--- config.mk ---
export PLATFORM = sky130hd
export DESIGN_NAME = valu_lane_sequencer
export DESIGN_NICKNAME = d
export VERILOG_FILES = /design/src/rtl/valu_lane_sequencer.sv
export SDC_FILE = /design/constraint.sdc
export NUM_CORES = 1
export LEC_CHECK = 0
export ABC_AREA = 1
export CAP_MARGIN = 20
export CORE_MARGIN = 10
export CORE_UTILIZATION = 44
export DETAILED_ROUTE_END_ITERATION = 10
export GPL_ROUTABILITY_DRIVEN = 1
export PLACE_DENSITY = 0.79
export SYNTH_ARGS = -nofsm -noshare
export SYNTH_HDL_FRONTEND = slang
export SYNTH_SLANG_ARGS = --single-unit
--- constraint.sdc ---
create_clock -name clk -period 4.8 [get_ports clk]
set_input_delay 0.96 -clock clk [delete_from_list [all_inputs] [get_ports clk]]
set_output_delay 0.96 -clock clk [all_outputs]
set_load 0.005 [all_outputs]
--- src/rtl/valu_lane_sequencer.sv ---
// Sequences a packed vector operation through one external scalar ALU, one lane per cycle,
// collecting per-lane results and flags and pulsing done when the whole vector is written.
module valu_lane_sequencer #(
  parameter int data_size = 8,
  parameter int lanes     = 4
) (
  input  logic                         clk,
  input  logic                         rst,
  input  logic                         start,
  input  logic [2:0]                   op_select,
  input  logic [lanes*data_size-1:0]   vec_a,
  input  logic [lanes*data_size-1:0]   vec_b,
  input  logic [lanes-1:0]             lane_mask,
  output logic                         busy,
  output logic                         done,
  output logic [lanes*data_size-1:0]   vec_result,
  output logic [lanes-1:0]             neg_flags,
  output logic [lanes-1:0]             zero_flags,
  output logic [2:0]                   alu_op_select,
  output logic [data_size-1:0]         alu_operand1,
  output logic [data_size-1:0]         alu_operand2,
  input  logic [data_size-1:0]         alu_result,
  input  logic                         alu_neg_flag,
  input  logic                         alu_zero_flag
);

  // state | meaning
  // IDLE  | waiting for start; ALU inputs forced to zero
  // ISSUE | lane idx presented to the ALU, written back on each edge
  // DONE  | all lanes written; done pulses for this single cycle
  localparam logic [1:0] IDLE  = 2'd0;
  localparam logic [1:0] ISSUE = 2'd1;
  localparam logic [1:0] DONE  = 2'd2;

  localparam int idx_w = (lanes > 1) ? $clog2(lanes) : 1;
  localparam logic [idx_w-1:0] last_idx = idx_w'(lanes - 1);

  logic [1:0]                 state;
  logic [idx_w-1:0]           idx;
  logic [2:0]                 op_q;
  logic [lanes*data_size-1:0] a_q;
  logic [lanes*data_size-1:0] b_q;
  logic [lanes-1:0]           mask_q;

  always_ff @(posedge clk or posedge rst) begin
    if (rst) begin
      state      <= IDLE;
      idx        <= '0;
      op_q       <= '0;
      a_q        <= '0;
      b_q        <= '0;
      mask_q     <= '0;
      vec_result <= '0;
      neg_flags  <= '0;
      zero_flags <= '0;
    end else begin
      case (state)
        IDLE: begin
          if (start) begin
            op_q       <= op_select;
            a_q        <= vec_a;
            b_q        <= vec_b;
            mask_q     <= lane_mask;
            vec_result <= '0;
            neg_flags  <= '0;
            zero_flags <= '0;
            idx        <= '0;
            state      <= ISSUE;
          end
        end
        ISSUE: begin
          // Masked-off lanes pass operand A through with cleared flags.
          if (mask_q[idx]) begin
            vec_result[idx*data_size +: data_size] <= alu_result;
            neg_flags[idx]  <= alu_neg_flag;
            zero_flags[idx] <= alu_zero_flag;
          end else begin
            vec_result[idx*data_size +: data_size] <= a_q[idx*data_size +: data_size];
            neg_flags[idx]  <= 1'b0;
            zero_flags[idx] <= 1'b0;
          end
          if (idx == last_idx) begin
            idx   <= '0;
            state <= DONE;
          end else begin
            idx <= idx + 1'b1;
          end
        end
        DONE:    state <= IDLE;
        default: state <= IDLE;
      endcase
    end
  end

  always_comb begin
    alu_op_select = 3'b000;
    alu_operand1  = '0;
    alu_operand2  = '0;
    if (state == ISSUE) begin
      alu_op_select = op_q;
      alu_operand1  = a_q[idx*data_size +: data_size];
      alu_operand2  = b_q[idx*data_size +: data_size];
    end
  end

  assign busy = (state != IDLE);
  assign done = (state == DONE);

endmodule
Word-level counts from Yosys, hierarchy flattened
Cells that the tools add are included. W data, S select, Z words.

Add/subtract/negate cells: 2. Bitwise gates (word level): 3. Reduce and logical (&&, ||, !) cells: 7. Equality and inequality tests: 5. Shift-type cells: 5. Mux-type cells: 25. Order comparisons: 2. Div/mod/pow operators: 0. $mul: 0.

Operator list (count): $shiftx A8 B34 Y32 (2); $bwmux W32 (2); $mux W32 (2); $pmux W32 S2 (1); $shiftx A32 B6 Y8 (2); $neg A5 Y34 (1); $shift A8 B34 Y32 const A (1); $mux W8 (2); $pmux W4 S2 (2); $mux W4 (3); $and A4 B4 Y4 (2); $bwmux W4 (2); $mux W2 (4); $pmux W2 S2 (2); $reduce_and A2 Y1 (3); $eq A2 B2 Y1 const B (2); $ne A2 B2 Y1 const B (2); $not A4 Y4 (1); $reduce_bool A2 Y1 (2); $lt A2 B3 Y1 const B (1); $mux W3 (1); $add A2 B1 Y2 const B (1); $bmux W1 S2 (1); $demux W1 S2 (1); other kinds (5) (6).

Bits in writable memories: 0. Input bits: 84. Output and inout port bits: 61. Bits in registers: 115. ROM bits: 0. Bits in latches: 0. Memories: 0.

Logic depth before layout (Yosys ltp)
Gate-level depths: netlist of the first run.

Depth in word-level cells: 8. Depth in mapped cells: 12.

Least setup slack after synthesis of the first run
OpenSTA, ideal clock, no wires.

Path kind: reg-to-output. From: register idx[0]. To: output alu_operand2[0]. Data required time: 3.840 ns. Data arrival time: 1.200 ns. Cell stages (with the launch flop): 7. Setup slack: 2.640 ns. Cells stage by stage: dfrtp_1 > buf_6 > buf_2 > buf_2 > a21oi_1 > o21ai_0 > a21oi_1.

Word-level cells in the longest chain between the ends: 2.

RTL lines: start, declared (line 39) `logic [idx_w-1:0] idx;`; start signal, assigned (line 86) `idx <= idx + 1'b1;`; $shiftx A32 B6 Y8 (line 102) `alu_operand2 = b_q[idx*data_size +: data_size];`; $mux W8 (line 99) `if (state == ISSUE) begin`; end, declared (line 21) `output logic [data_size-1:0] alu_operand2,`.

No other way between the ends.

Worst setup path in the final report of the first run
From: register idx[1]. To: output alu_operand1[6].

Word-level cells in the longest chain between the ends: 2.

RTL lines: $shiftx A32 B6 Y8 (line 101) `alu_operand1 = a_q[idx*data_size +: data_size];`; $mux W8 (line 99); end, declared (line 20) `output logic [data_size-1:0] alu_operand1,`.

No other way between the ends.

==> flow_summary.toml, run 1 <==
[clock_network]
cts_resized = 0
clk_path_buf_depth = 2
cts-root-buf = "clkbuf_16"
cts_tree = "yes"
cts_setup_buffers = 0
ctsHtreeMaxLevel = 4
cts_buffers = 17
holdBufCountCts = 0
clkTransAtPathRegs_ns = 0.05
numClockSinks = 115
clk_latency_ns = 0.42

[placement]
dpl.hpwl_um = 12100
placed_cell_area_sq_um = 7440
portBuffers = 144
gp_congestion = 0.927
pre_cts_ws_ns = 1.46
dp_cells = 1007

[sta]
fin_crit_sh = 0.789
worst_pin_slew_ns = 1.00
clock.fmax_mhz = 264
slew_headroom = 0.332
slew_viol_final = 0
rsz0062_at_grt = "no"
hold_viol_final = 0
setup_slack_ns = 1.01
tns_ns = 0
final-setup-viol-count = 0
period_minus_slack_ns = 3.79
fin_skew_ns = 0.00657

[setup_path]
end_kind = "output port"
r2r_start = "idx[1]"
cp.required_ns = 3.84
critPathMaxFanout = 28
path_class = "flop to output port"
crit_chain = "inv_2 -> nand3_1 -> nand2_1 -> nor2_1 -> clkdlybuf4s50_1"
cp_num_buf_inv = 2
critical-path-max-stage-delay_ns = 1.00
crit_path_start = "idx[1]"
cp_data_arrival_time_ns = 2.83
critical_path.slowest_cell = "dfrtp_1"
worst_setup_path_start_kind = "flop"
critPathTopFamily = "flip-flops"

[yosys]
synth_nets = 807
syn_inst = 718
synth-seq-cells = 115
avgSynthCellArea_sq_um = 8.29
syn_area_sq_um = 5950
ys_types = 26
yosys_warnings = 0
ys_seq_area_frac = 0.483

[global_routing]
antenna_found_initial = 0
use_met1 = 0.236
grt_max_degree = 72
grt_pass1_vias = 5032
met3_usage = 0.0557
overflow = 0
grt_pass1_wl_um = 26500
top_usage_layer = "met2"
use_met2 = 0.276
grt_usage = 0.180

[die]
coreArea_sq_um = 13200
dieArea_sq_um = 18600
die_w_um = 136
dieHeight_um = 136
initial_core_util = 0.450
rows = 42
boundaryPins = 145

[cells_and_area]
multi_input_area_sq_um = 2610
fillers = 1150
fin_area_sq_um = 8060
layout.cells.non_filler = 1039
layout.nets = 939
n_antenna_cell = 0
regArea_sq_um = 2880
synthToLayoutAreaGrowth_pct = 35.4
final_layout_size_suffix_gt1_frac = 0.122

[detailed_routing]
drt.antenna.violating_nets = 0
drtIter0Drc = 551
dr.pass1.iters = 8
remaining_drc_errors = 0
vias = 5280
wl_per_cell_um = 16.1
vias_per_cell = 5.08
drt_wl_total_um = 16800

[status]
status = "finished clean"

[power_and_ir_drop]
p_leak_uw = 0.00394
peakVddDrop_uv = 394
power.density_nw_per_um2 = 739

[hold_path]
min-delay-start = "vec_result[9]"
min_path_type = "flop to flop"

[flow_run]
cap_viol_max_count = 0
## path summary, 6_finish.rpt
kind	endpoint	slack [ns]	cells past startpoint
worst min register to register	vec_result[9]	0.48	2
min in group asynchronous	op_q[0]	1.09	2
worst max-delay path	alu_operand1[6]	1.01	5
worst max register to register	vec_result[8]	1.87	9
worst min-delay path	vec_result[9]	0.48	2
max in group asynchronous	a_q[4]	2.85	3
## tightest hold or removal path, cell delays in order, from the launching register on
cell,delay (ns)
dfrtp_1,0.34
nand2_1,0.05
nand2_1,0.05
## stage by stage
stage,hold slack (ns),util,power (uW)
final,0.482,0.609,5960
after global routing,0.499,0.609,6380
after CTS,0.486,0.609,5980
after detailed placement,0.470,0.562,4610
after global placement,0.463,0.562,4550
after floorplan,0.472,-,3580
## Yosys cell counts
master,count,area share
nand2_1,245,0.15
dfrtp_1,115,0.48
inv_1,63,0.040
nand3_1,54,0.045
mux2_2,51,0.096
nor2_1,45,0.028
a21oi_1,37,0.031
buf_2,18,0.015
nand4_1,17,0.018
o21ai_0,17,0.014
o21ai_1,9,0.0076
buf_4,7,0.0088
o211ai_1,7,0.0088
buf_6,5,0.0095
clkbuf_1,5,0.0032
ha_1,5,0.011
nor2_2,4,0.0042
inv_2,3,0.0019
nand2_2,2,0.0021
nand2_4,2,0.0038
nand3_4,2,0.0059
clkinv_1,1,0.00063
inv_4,1,0.0011
nor2_4,1,0.0019
nor3_4,1,0.0027
o21ai_2,1,0.0015
## cell type report
cell class	instances	share of cell area
timing repair buffer	148	0.182
multi-input combinational	500	0.323
inverter	68	0.0323
clock buffer	19	0.0549
tap	176	0.0273
clock inverter	13	0.0227
sequential	115	0.357
## power breakdown
part           total (uW)  internal (uW)  switching (uW)
Combinational        2860           1260            1600
Sequential           1770           1440             333
Clock                1330            880             454
Total                5960           3580            2380
## layer usage
metal | routed length (um) | vias to the layer above
met5 | 0 | -
met4 | 274 | 0
met3 | 1300 | 24
met2 | 7680 | 215
met1 | 7500 | 2465
li1 | - | 2576
## placed cells by master (no fill, tap or decap), drive strengths merged
master	instances
nor3	1
o211ai	7
nand4	17
o21ai	27
ha	5
nor2	50
clkinv	5
a21oi	37
clkinvlp	4
nand3	56
nand2	249
clkdlybuf4s50	144
dfrtp	115
buf	4
clkbuf	19
mux2	51
inv	68
bufinv	4
## cells by family (layout without fill, tap and decap cells)
group | Yosys count | after routing | synth area share
adders and majority gates | 5 | 5 | 0.0105
muxes | 51 | 51 | 0.0964
buffers and inverters | 103 | 248 | 0.0798
AOI/OAI and AO/OA | 71 | 71 | 0.0632
DFF | 115 | 115 | 0.483
and+or+nand+nor | 373 | 373 | 0.267
## sequential cells by signal, indices dropped and copies added (netlist names), 3 cells and up
register / cells
vec_result: 32
a_q: 32
op_q: 3
zero_flags: 4
b_q: 32
neg_flags: 4
mask_q: 4
No activity file was read; power rests on OpenSTA's default activity.
==> inputs of run 2 (changes only) <==
Clock period 4.8 ns to 3.8 ns, I/O delays scaled along.
==> flow_summary.toml, run 2 (synthesized netlist as in run 1, its figures left out) <==
[cells_and_area]
synthToLayoutAreaGrowth_pct = 36.3
final_layout_size_suffix_gt1_frac = 0.124
layout.cells.non_filler = 1040
layout_commonest_cell = "nand2_1"
reg_top3 = "a_q x32, b_q x32, vec_result x32"
final_cell_mix = "245 x nand2_1, 144 x clkdlybuf4s50_1, 114 x dfrtp_1"
n_antenna_cell = 0
layout.nets = 940

[sta]
period_minus_slack_ns = 3.29
slew_headroom = 0.458
rsz0062_at_grt = "no"
fin_hold_ws_ns = 0.478
tns_ns = 0
final-setup-viol-count = 0
hold_viol_final = 0
slew_viol_final = 0
clock.fmax_mhz = 304
fin_skew_ns = 0.00743
worst_pin_slew_ns = 0.812
fin_crit_sh = 0.865

[status]
status = "finished clean"

[global_routing]
grt_pass1_wl_um = 26600
grt_max_degree = 55
antenna_found_initial = 0
overflow = 0
grt_pass1_vias = 5093
grt_usage = 0.182

[placement]
portBuffers = 144
dpl.hpwl_um = 12200
dp_cells = 1008
gp_congestion = 0.934

[setup_path]
r2r_start = "idx[0]"
critical-path-max-stage-delay_ns = 0.73
crit_chain = "buf_4 -> nor2_1 -> nor2_1 -> o21ai_0 -> a21oi_1 -> clkdlybuf4s50_1"
path_class = "flop to output port"
cp.required_ns = 3.04
r2r_setup_slack_ns = 1.28
worst_path_most_repeated_cell = "nor2_1"
critPathTopFamily = "buffers and inverters"
critical_path.slowest_cell = "dfrtp_2"
cp_num_buf_inv = 2
crit_path_start = "idx[0]"
end_kind = "output port"
cp_data_arrival_time_ns = 2.53
critPathMaxFanout = 33
worst_setup_path_start_kind = "flop"

[detailed_routing]
vias = 5262
drt_wl_total_um = 16500
drtIter0Drc = 542
vias_per_cell = 5.06
drt.antenna.violating_nets = 0
remaining_drc_errors = 0
wl_per_cell_um = 15.9
dr.pass1.iters = 5

[die]
die_w_um = 136
dieHeight_um = 136
dieArea_sq_um = 18600
rows = 42
coreArea_sq_um = 13200
boundaryPins = 145
initial_core_util = 0.450

[hold_path]
min-delay-start = "vec_result[24]"
min_path_type = "flop to flop"

[clock_network]
clkTransAtPathRegs_ns = 0.06
numClockSinks = 115
clk_latency_ns = 0.42
ctsHtreeMaxLevel = 4
holdBufCountCts = 0
cts_buffers = 17
clk_path_buf_depth = 2
cts_resized = 0
cts_tree = "yes"
cts_setup_buffers = 0
cts-root-buf = "clkbuf_16"

[power_and_ir_drop]
p_leak_uw = 0.00396
power.density_nw_per_um2 = 932
peakVddDrop_uv = 397
p_total_uw = 7560

[flow_run]
cap_viol_max_count = 0
## run 2: cell count changes in the layout (fill, tap and decap cells not counted)
cell      before  now
clkinv_2       3    2
inv_6          1    0
buf_12         0    2
clkbuf_8       1    3
clkbuf_1       1    0
clkinv_4       1    3
buf_4          4    3
inv_4          2    1
## run 2: cell type report
type	count	area, sq um
clock inverters	12	179
repair buffers	149	1500
flip-flops and latches	115	2880
fillers	1147	5130
inverters	68	262
multi-input cells	500	2610
well taps	176	220
clock buffers	20	467
## run 2: worst min-delay path, delay by kind of cell, from the launching register on
family | cells | cell delay [ns]
and+or+nand+nor | 2 | 0.11
DFF | 1 | 0.34
## run 2: worst paths after layout
path,end,cells past startpoint
hold reg to reg,vec_result[24],2
setup / recovery,alu_operand2[7],6
min in group asynchronous,state[0],2
max in group asynchronous,b_q[16],3
setup reg to reg,vec_result[14],9
hold / removal,vec_result[24],2
## run 2: metrics by stage
stage	setup WS (ns)	cell area (sq um)	util
2_1_floorplan	1.64	5960	-
3_3_place_gp	1.00	7470	0.564
3_5_place_dp	0.993	7470	0.564
4_1_cts	0.497	8120	0.613
5_1_grt	0.351	8120	0.613
6_report	0.512	8120	0.613
## run 2: report_power, final
group / internal (uW) / switching (uW)
Clock: 1150 / 569
Sequential: 1820 / 361
Combinational: 1600 / 2070
## run 2: per-layer routing
metal	track usage	routed length (um)
met4	0.0840	439
met3	0.0583	1260
met1	0.237	7370
met2	0.271	7470
met5	0	0
